===== src/rtl/axil_ocl_host_initiator.sv =====
// AXI-Lite master for the manycore OCL slave port.
// Takes one command at a time from a valid/ready interface, runs the matching
// AXI-Lite write or read, and returns the response on a valid/yumi interface.
// A sticky flag records any transaction that stayed on the bus too long.
module axil_ocl_host_initiator #(
    parameter int axil_addr_width_p = 32,
    parameter int axil_data_width_p = 32,
    parameter int timeout_p         = 1024
) (
    input  logic                           clk_i,
    input  logic                           resetn_i,

    input  logic                           cmd_v_i,
    output logic                           cmd_ready_o,
    input  logic                           cmd_write_i,
    input  logic [axil_addr_width_p-1:0]   cmd_addr_i,
    input  logic [axil_data_width_p-1:0]   cmd_data_i,
    input  logic [axil_data_width_p/8-1:0] cmd_wstrb_i,

    output logic                           rsp_v_o,
    input  logic                           rsp_yumi_i,
    output logic                           rsp_write_o,
    output logic [axil_data_width_p-1:0]   rsp_data_o,
    output logic [1:0]                     rsp_resp_o,
    output logic                           timeout_o,

    output logic [axil_addr_width_p-1:0]   m_axil_awaddr_o,
    output logic                           m_axil_awvalid_o,
    input  logic                           m_axil_awready_i,

    output logic [axil_data_width_p-1:0]   m_axil_wdata_o,
    output logic [axil_data_width_p/8-1:0] m_axil_wstrb_o,
    output logic                           m_axil_wvalid_o,
    input  logic                           m_axil_wready_i,

    input  logic [1:0]                     m_axil_bresp_i,
    input  logic                           m_axil_bvalid_i,
    output logic                           m_axil_bready_o,

    output logic [axil_addr_width_p-1:0]   m_axil_araddr_o,
    output logic                           m_axil_arvalid_o,
    input  logic                           m_axil_arready_i,

    input  logic [axil_data_width_p-1:0]   m_axil_rdata_i,
    input  logic [1:0]                     m_axil_rresp_i,
    input  logic                           m_axil_rvalid_i,
    output logic                           m_axil_rready_o
);

    localparam int strb_width_lp = axil_data_width_p / 8;
    localparam int cnt_width_lp  = $clog2(timeout_p);
    localparam logic [cnt_width_lp-1:0] cnt_max_lp = cnt_width_lp'(timeout_p - 1);
    localparam logic [cnt_width_lp-1:0] cnt_one_lp = cnt_width_lp'(1);

    typedef enum logic [2:0] {
        IDLE    = 3'd0,
        WR_REQ  = 3'd1,
        WR_RESP = 3'd2,
        RD_REQ  = 3'd3,
        RD_RESP = 3'd4,
        RSP     = 3'd5
    } state_e;

    state_e                         state_q,     state_d;
    logic [axil_addr_width_p-1:0]   addr_q,      addr_d;
    logic [axil_data_width_p-1:0]   data_q,      data_d;
    logic [strb_width_lp-1:0]       strb_q,      strb_d;
    logic                           aw_done_q,   aw_done_d;
    logic                           w_done_q,    w_done_d;
    logic                           rsp_write_q, rsp_write_d;
    logic [axil_data_width_p-1:0]   rsp_data_q,  rsp_data_d;
    logic [1:0]                     rsp_resp_q,  rsp_resp_d;
    logic                           timeout_q,   timeout_d;
    logic [cnt_width_lp-1:0]        cnt_q,       cnt_d;
    logic                           counting_s;

    // All outputs are decoded from registered state only; no cmd-to-AXI path.
    assign cmd_ready_o      = (state_q == IDLE);
    assign m_axil_awvalid_o = (state_q == WR_REQ) && !aw_done_q;
    assign m_axil_wvalid_o  = (state_q == WR_REQ) && !w_done_q;
    assign m_axil_bready_o  = (state_q == WR_RESP);
    assign m_axil_arvalid_o = (state_q == RD_REQ);
    assign m_axil_rready_o  = (state_q == RD_RESP);
    assign m_axil_awaddr_o  = addr_q;
    assign m_axil_araddr_o  = addr_q;
    assign m_axil_wdata_o   = data_q;
    assign m_axil_wstrb_o   = strb_q;
    assign rsp_v_o          = (state_q == RSP);
    assign rsp_write_o      = rsp_write_q;
    assign rsp_data_o       = rsp_data_q;
    assign rsp_resp_o       = rsp_resp_q;
    assign timeout_o        = timeout_q;

    assign counting_s = (state_q == WR_REQ) || (state_q == WR_RESP) ||
                        (state_q == RD_REQ) || (state_q == RD_RESP);

    // Next-state, command capture, response capture and timeout counter.
    always_comb begin
        state_d     = state_q;
        addr_d      = addr_q;
        data_d      = data_q;
        strb_d      = strb_q;
        aw_done_d   = aw_done_q;
        w_done_d    = w_done_q;
        rsp_write_d = rsp_write_q;
        rsp_data_d  = rsp_data_q;
        rsp_resp_d  = rsp_resp_q;
        timeout_d   = timeout_q;
        cnt_d       = cnt_q;

        case (state_q)
            IDLE: begin
                if (cmd_v_i) begin
                    addr_d    = cmd_addr_i;
                    data_d    = cmd_data_i;
                    strb_d    = cmd_wstrb_i;
                    aw_done_d = 1'b0;
                    w_done_d  = 1'b0;
                    cnt_d     = {cnt_width_lp{1'b0}};
                    state_d   = cmd_write_i ? WR_REQ : RD_REQ;
                end else begin
                    state_d = IDLE;
                end
            end
            WR_REQ: begin
                // AW and W complete independently; each valid drops after its own handshake.
                aw_done_d = aw_done_q | m_axil_awready_i;
                w_done_d  = w_done_q  | m_axil_wready_i;
                if (aw_done_d && w_done_d) begin
                    state_d = WR_RESP;
                end else begin
                    state_d = WR_REQ;
                end
            end
            WR_RESP: begin
                if (m_axil_bvalid_i) begin
                    rsp_resp_d  = m_axil_bresp_i;
                    rsp_data_d  = {axil_data_width_p{1'b0}};
                    rsp_write_d = 1'b1;
                    state_d     = RSP;
                end else begin
                    state_d = WR_RESP;
                end
            end
            RD_REQ: begin
                if (m_axil_arready_i) begin
                    state_d = RD_RESP;
                end else begin
                    state_d = RD_REQ;
                end
            end
            RD_RESP: begin
                if (m_axil_rvalid_i) begin
                    rsp_resp_d  = m_axil_rresp_i;
                    rsp_data_d  = m_axil_rdata_i;
                    rsp_write_d = 1'b0;
                    state_d     = RSP;
                end else begin
                    state_d = RD_RESP;
                end
            end
            RSP: begin
                if (rsp_yumi_i) begin
                    state_d = IDLE;
                end else begin
                    state_d = RSP;
                end
            end
            default: begin
                state_d = IDLE;
            end
        endcase

        // Saturating counter; the flag sets the moment it reaches its limit.
        if (counting_s) begin
            if (cnt_q != cnt_max_lp) begin
                cnt_d = cnt_q + cnt_one_lp;
            end else begin
                cnt_d = cnt_q;
            end
            if (cnt_d == cnt_max_lp) begin
                timeout_d = 1'b1;
            end else begin
                timeout_d = timeout_q;
            end
        end else begin
            timeout_d = timeout_q;
        end
    end

    // State and datapath registers with synchronous active-low reset.
    always_ff @(posedge clk_i) begin
        if (!resetn_i) begin
            state_q     <= IDLE;
            addr_q      <= {axil_addr_width_p{1'b0}};
            data_q      <= {axil_data_width_p{1'b0}};
            strb_q      <= {strb_width_lp{1'b0}};
            aw_done_q   <= 1'b0;
            w_done_q    <= 1'b0;
            rsp_write_q <= 1'b0;
            rsp_data_q  <= {axil_data_width_p{1'b0}};
            rsp_resp_q  <= 2'b00;
            timeout_q   <= 1'b0;
            cnt_q       <= {cnt_width_lp{1'b0}};
        end else begin
            state_q     <= state_d;
            addr_q      <= addr_d;
            data_q      <= data_d;
            strb_q      <= strb_d;
            aw_done_q   <= aw_done_d;
            w_done_q    <= w_done_d;
            rsp_write_q <= rsp_write_d;
            rsp_data_q  <= rsp_data_d;
            rsp_resp_q  <= rsp_resp_d;
            timeout_q   <= timeout_d;
            cnt_q       <= cnt_d;
        end
    end

endmodule


===== config.mk =====
export PLATFORM = sky130hd
export DESIGN_NAME = axil_ocl_host_initiator
export DESIGN_NICKNAME = d
export VERILOG_FILES = /design/src/rtl/axil_ocl_host_initiator.sv
export SDC_FILE = /design/constraint.sdc
export NUM_CORES = 1
export LEC_CHECK = 0
export CAP_MARGIN = 25
export CORE_ASPECT_RATIO = 0.8
export CORE_UTILIZATION = 40
export DETAILED_ROUTE_END_ITERATION = 6
export HOLD_SLACK_MARGIN = 0.15
export PLACE_DENSITY = 0.85
export SLEW_MARGIN = 10
export SYNTH_ARGS = -nofsm -noshare
export SYNTH_HDL_FRONTEND = slang
export SYNTH_SLANG_ARGS = --single-unit

===== constraint.sdc =====
create_clock -name clk_i -period 3.6 [get_ports clk_i]
set_clock_uncertainty 0.05 [all_clocks]
set_input_delay 0.72 -clock clk_i [delete_from_list [all_inputs] [get_ports clk_i]]
set_output_delay 0.72 -clock clk_i [all_outputs]
set_load 0.01 [all_outputs]

==> flow_metrics.tcl <==
set metrics [dict create \
    numCtsBuffers 17 \
    globalplace.congestion 0.804 \
    yosys_register_bits 119 \
    drcViolationCount 18 \
    path_cells "nor2b_1 -> and2_1 -> clkdlybuf4s50_1" \
    startpoint_type "flip-flop" \
    relSlewSlack_pct 58.0 \
    preCtsSetupSlack_ps 1010 \
    postCtsSetupBuffers 0 \
    start_util_pct 41.8 \
    synth_area_leader_cell "dfxtp_1" \
    antenna_cells 0 \
    yosys_warnings 0 \
    synth_top_area_share_pct 48.8 \
    cp-endpoint "m_axil_arvalid_o" \
    finalHoldViolCount 0 \
    ys_async_sr_fraction_pct 0 \
    grt-ovfl-total 0 \
    fp.dieArea_mm2 0.0127 \
    power.share.switching_pct 28.2 \
    clk_pin_slew_ps 50 \
    cts-root-buf "clkbuf_16" \
    finalSetupViolCount 0 \
    crit_path_start "state_q[1]" \
    insertion_delay_ps 390 \
    rsz0062_at_grt "false" \
    hold_depth 2 \
    synthesis.area_mm2 0.00489 \
    grt_pass1_wl_um 22300 \
    crit_fanout 12 \
    drv_cap 0 \
    grt_max_degree 72 \
    track_usage_pct 22.4 \
    r2r-start "state_q[2]" \
    grt_pass1_vias 4537 \
    cpPeakStageDelay_ps 660 \
    p_int_mw 3.06 \
    p_per_area_mw_per_mm2 545 \
    syn-num-nets 735 \
    die_h_um 101 \
    cp.buffers_inverters 1 \
    holdBufCountCts 0 \
    crit_family "buffers and inverters" \
    netlist_instances 620 \
    cts_resized 0 \
    cpMaxStageDelayCell "clkdlybuf4s50_1" \
    r2r-end "m_axil_wdata_o[18]" \
    hp-class "flip-flop to flip-flop" \
    nets 941 \
    port_buffers 256 \
    worstPathRequired_ps 2830 \
    antenna_found_initial 0 \
    fin_tns_setup_ps 0 \
    synth_top_flop_cell "dfxtp_1" \
    clkPwrFrac_pct 38.0 \
    cts.sinks 119 \
    pwr-share-comb_pct 25.7 \
    via_per_inst 4.93 \
    busiest_layer "met2" \
    wl_um 14400 \
    ant_nets 0 \
    rows 35 \
    synth_commonest_cells "nand2_1 (181), dfxtp_1 (119), a21oi_1 (112)" \
    path_class "flip-flop to output pin" \
    fmax_mhz 345 \
    drive_gt1_share_pct 5.61 \
    met2_usage_pct 37.3 \
    drtIter0Drc 260 \
    post-route-period-util_pct 80.6 \
    cp.arrival_ps 2130 \
    status "finished with violations" \
    reg2reg_slack_ps 1390 \
    grt_util_met3_pct 8.12 \
    synth-edff-count 0 \
    route.detailed.wl_per_inst_um 14.6 \
    num_vias 4859 \
    met1_usage_pct 27.1 \
    finalCriticalPeriod_ps 2900 \
    dp_hpwl_um 10200 \
    core-area_mm2 0.0117 \
    yosysUniqueCellTypes 45 \
    synth.yosys.seq_area_share_pct 48.8 \
    cts_tree "yes" \
    dr.pass1.iters 7 \
    setup_ws_ps 698 \
    power_switching_mw 1.20 \
    avgSynthCellArea_um2 7.88 \
    leakage_nw 2.78 \
    ios 257 \
    r2r_cells 5 \
    synthTopCellsByArea "dfxtp_1 (49%), nand2_1 (14%), a21oi_1 (11%)" \
    pwr-share-seq_pct 36.3 \
    cp_num_cells 3 \
    clockBufferDepth 2 \
    worst_pin_slew_ps 627 \
    end_kind "output pin" \
    syn_to_final_growth_pct 60.4 \
    die_w_um 126 \
    yosysMostFrequentCell "nand2_1" \
    ir_drop_mv 0.408 \
    violations "design-rule violations" \
    drv_slew 0 \
    cts_max_level 4 \
]
## power by group through the flow
stage	Sequential (mW)	Clock, mW	Combinational (mW)
global placement	1.57	0	1.09
floorplan	1.59	0	0.569
CTS	1.55	1.65	1.11
global route	1.57	1.72	1.20
detailed placement	1.57	0	1.10
finish	1.55	1.62	1.10
## cells in the final DEF, fill, tap and decap left out, types with 2 or more instances in the layout
| cell type | count |
|---|---|
| clkbuf_8 | 3 |
| and3b_1 | 2 |
| dfxtp_1 | 119 |
| clkbuf_16 | 17 |
| buf_4 | 6 |
| a22oi_1 | 2 |
| nand3_1 | 40 |
| xnor2_1 | 3 |
| xor2_1 | 2 |
| and4_4 | 2 |
| clkinvlp_4 | 2 |
| o21ai_0 | 9 |
| nor2_1 | 19 |
| clkdlybuf4s50_1 | 256 |
| nor2b_1 | 2 |
| bufinv_16 | 2 |
| nor3_1 | 5 |
| nand2_1 | 180 |
| and3_1 | 2 |
| nand2b_1 | 2 |
| a21oi_1 | 112 |
| a211oi_1 | 4 |
| o21a_1 | 3 |
| mux2i_1 | 5 |
| clkinv_2 | 6 |
| inv_1 | 2 |
| clkbuf_1 | 2 |
| and2_1 | 6 |
| or3_1 | 2 |
## flip-flops by register name (all words and copies together), names as in the netlist
register	count
m_axil_araddr_o	32
m_axil_wstrb_o	4
aw_done_q	1
timeout_o	1
rsp_resp_o	2
w_done_q	1
rsp_write_o	1
cnt_q	10
state_q	3
m_axil_wdata_o	32
rsp_data_o	32
## metal layers
layer / share of wire (%) / wire length (um) / vias to the layer above
met3: 9.9 / 1430 / 8
li1: - / - / 2443
met4: 0.94 / 135 / 0
met1: 42 / 5970 / 2221
met5: 0 / 0 / -
met2: 48 / 6850 / 187
## how the worst min path moves through the flow
stage               slack (ps)              to            from
floorplan                  430   rsp_data_o[0]   rsp_data_o[0]
global placement           390  rsp_data_o[27]  rsp_data_o[27]
detailed placement         400  rsp_data_o[27]  rsp_data_o[27]
CTS                        400  rsp_data_o[29]  rsp_data_o[29]
global route               420  rsp_data_o[30]  rsp_data_o[30]
finish                     400  rsp_data_o[14]  rsp_data_o[14]
## worst reg2reg max path: cells and delay by family (launching register included)
family                 cells  cell delay [ps]
buffers and inverters      1              540
DFF                        1              480
AOI/OAI and AO/OA          1              140
and+or+nand+nor            3              920
## cell families after synthesis
group                      count (synthesis)  synth area share, %
xor gates and xnor gates                   5                0.896
AOI/OAI and AO/OA                        139                 15.4
and+or+nand+nor                          271                 23.8
DFF                                      119                 48.8
adders and majority gates                  1                0.256
muxes                                      6                 1.49
buffers and inverters                     79                 9.37
## layout make-up
class | instances | area [um2]
Clock buffer | 22 | 474
Clock inverter | 9 | 100
Fill cell | 982 | 3860
Inverter | 3 | 12.5
Multi-Input combinational cell | 422 | 2050
Sequential cell | 119 | 2380
Tap cell | 148 | 185
Timing Repair Buffer | 263 | 2630
## per-stage QoR
stage               std cells  area [um2]  total power [mW]  hold WS, ps  util (%)
finish                    986        7840              4.27          400      67.0
global route              986        7840              4.48          421      67.0
CTS                       986        7840              4.31          401      67.0
detailed placement        955        7260              2.68          395      62.1
global placement          955        7260              2.66          387      62.1
floorplan                 620        4890              2.16          426         -
Note: power is estimated with default switching activity, not from simulation.
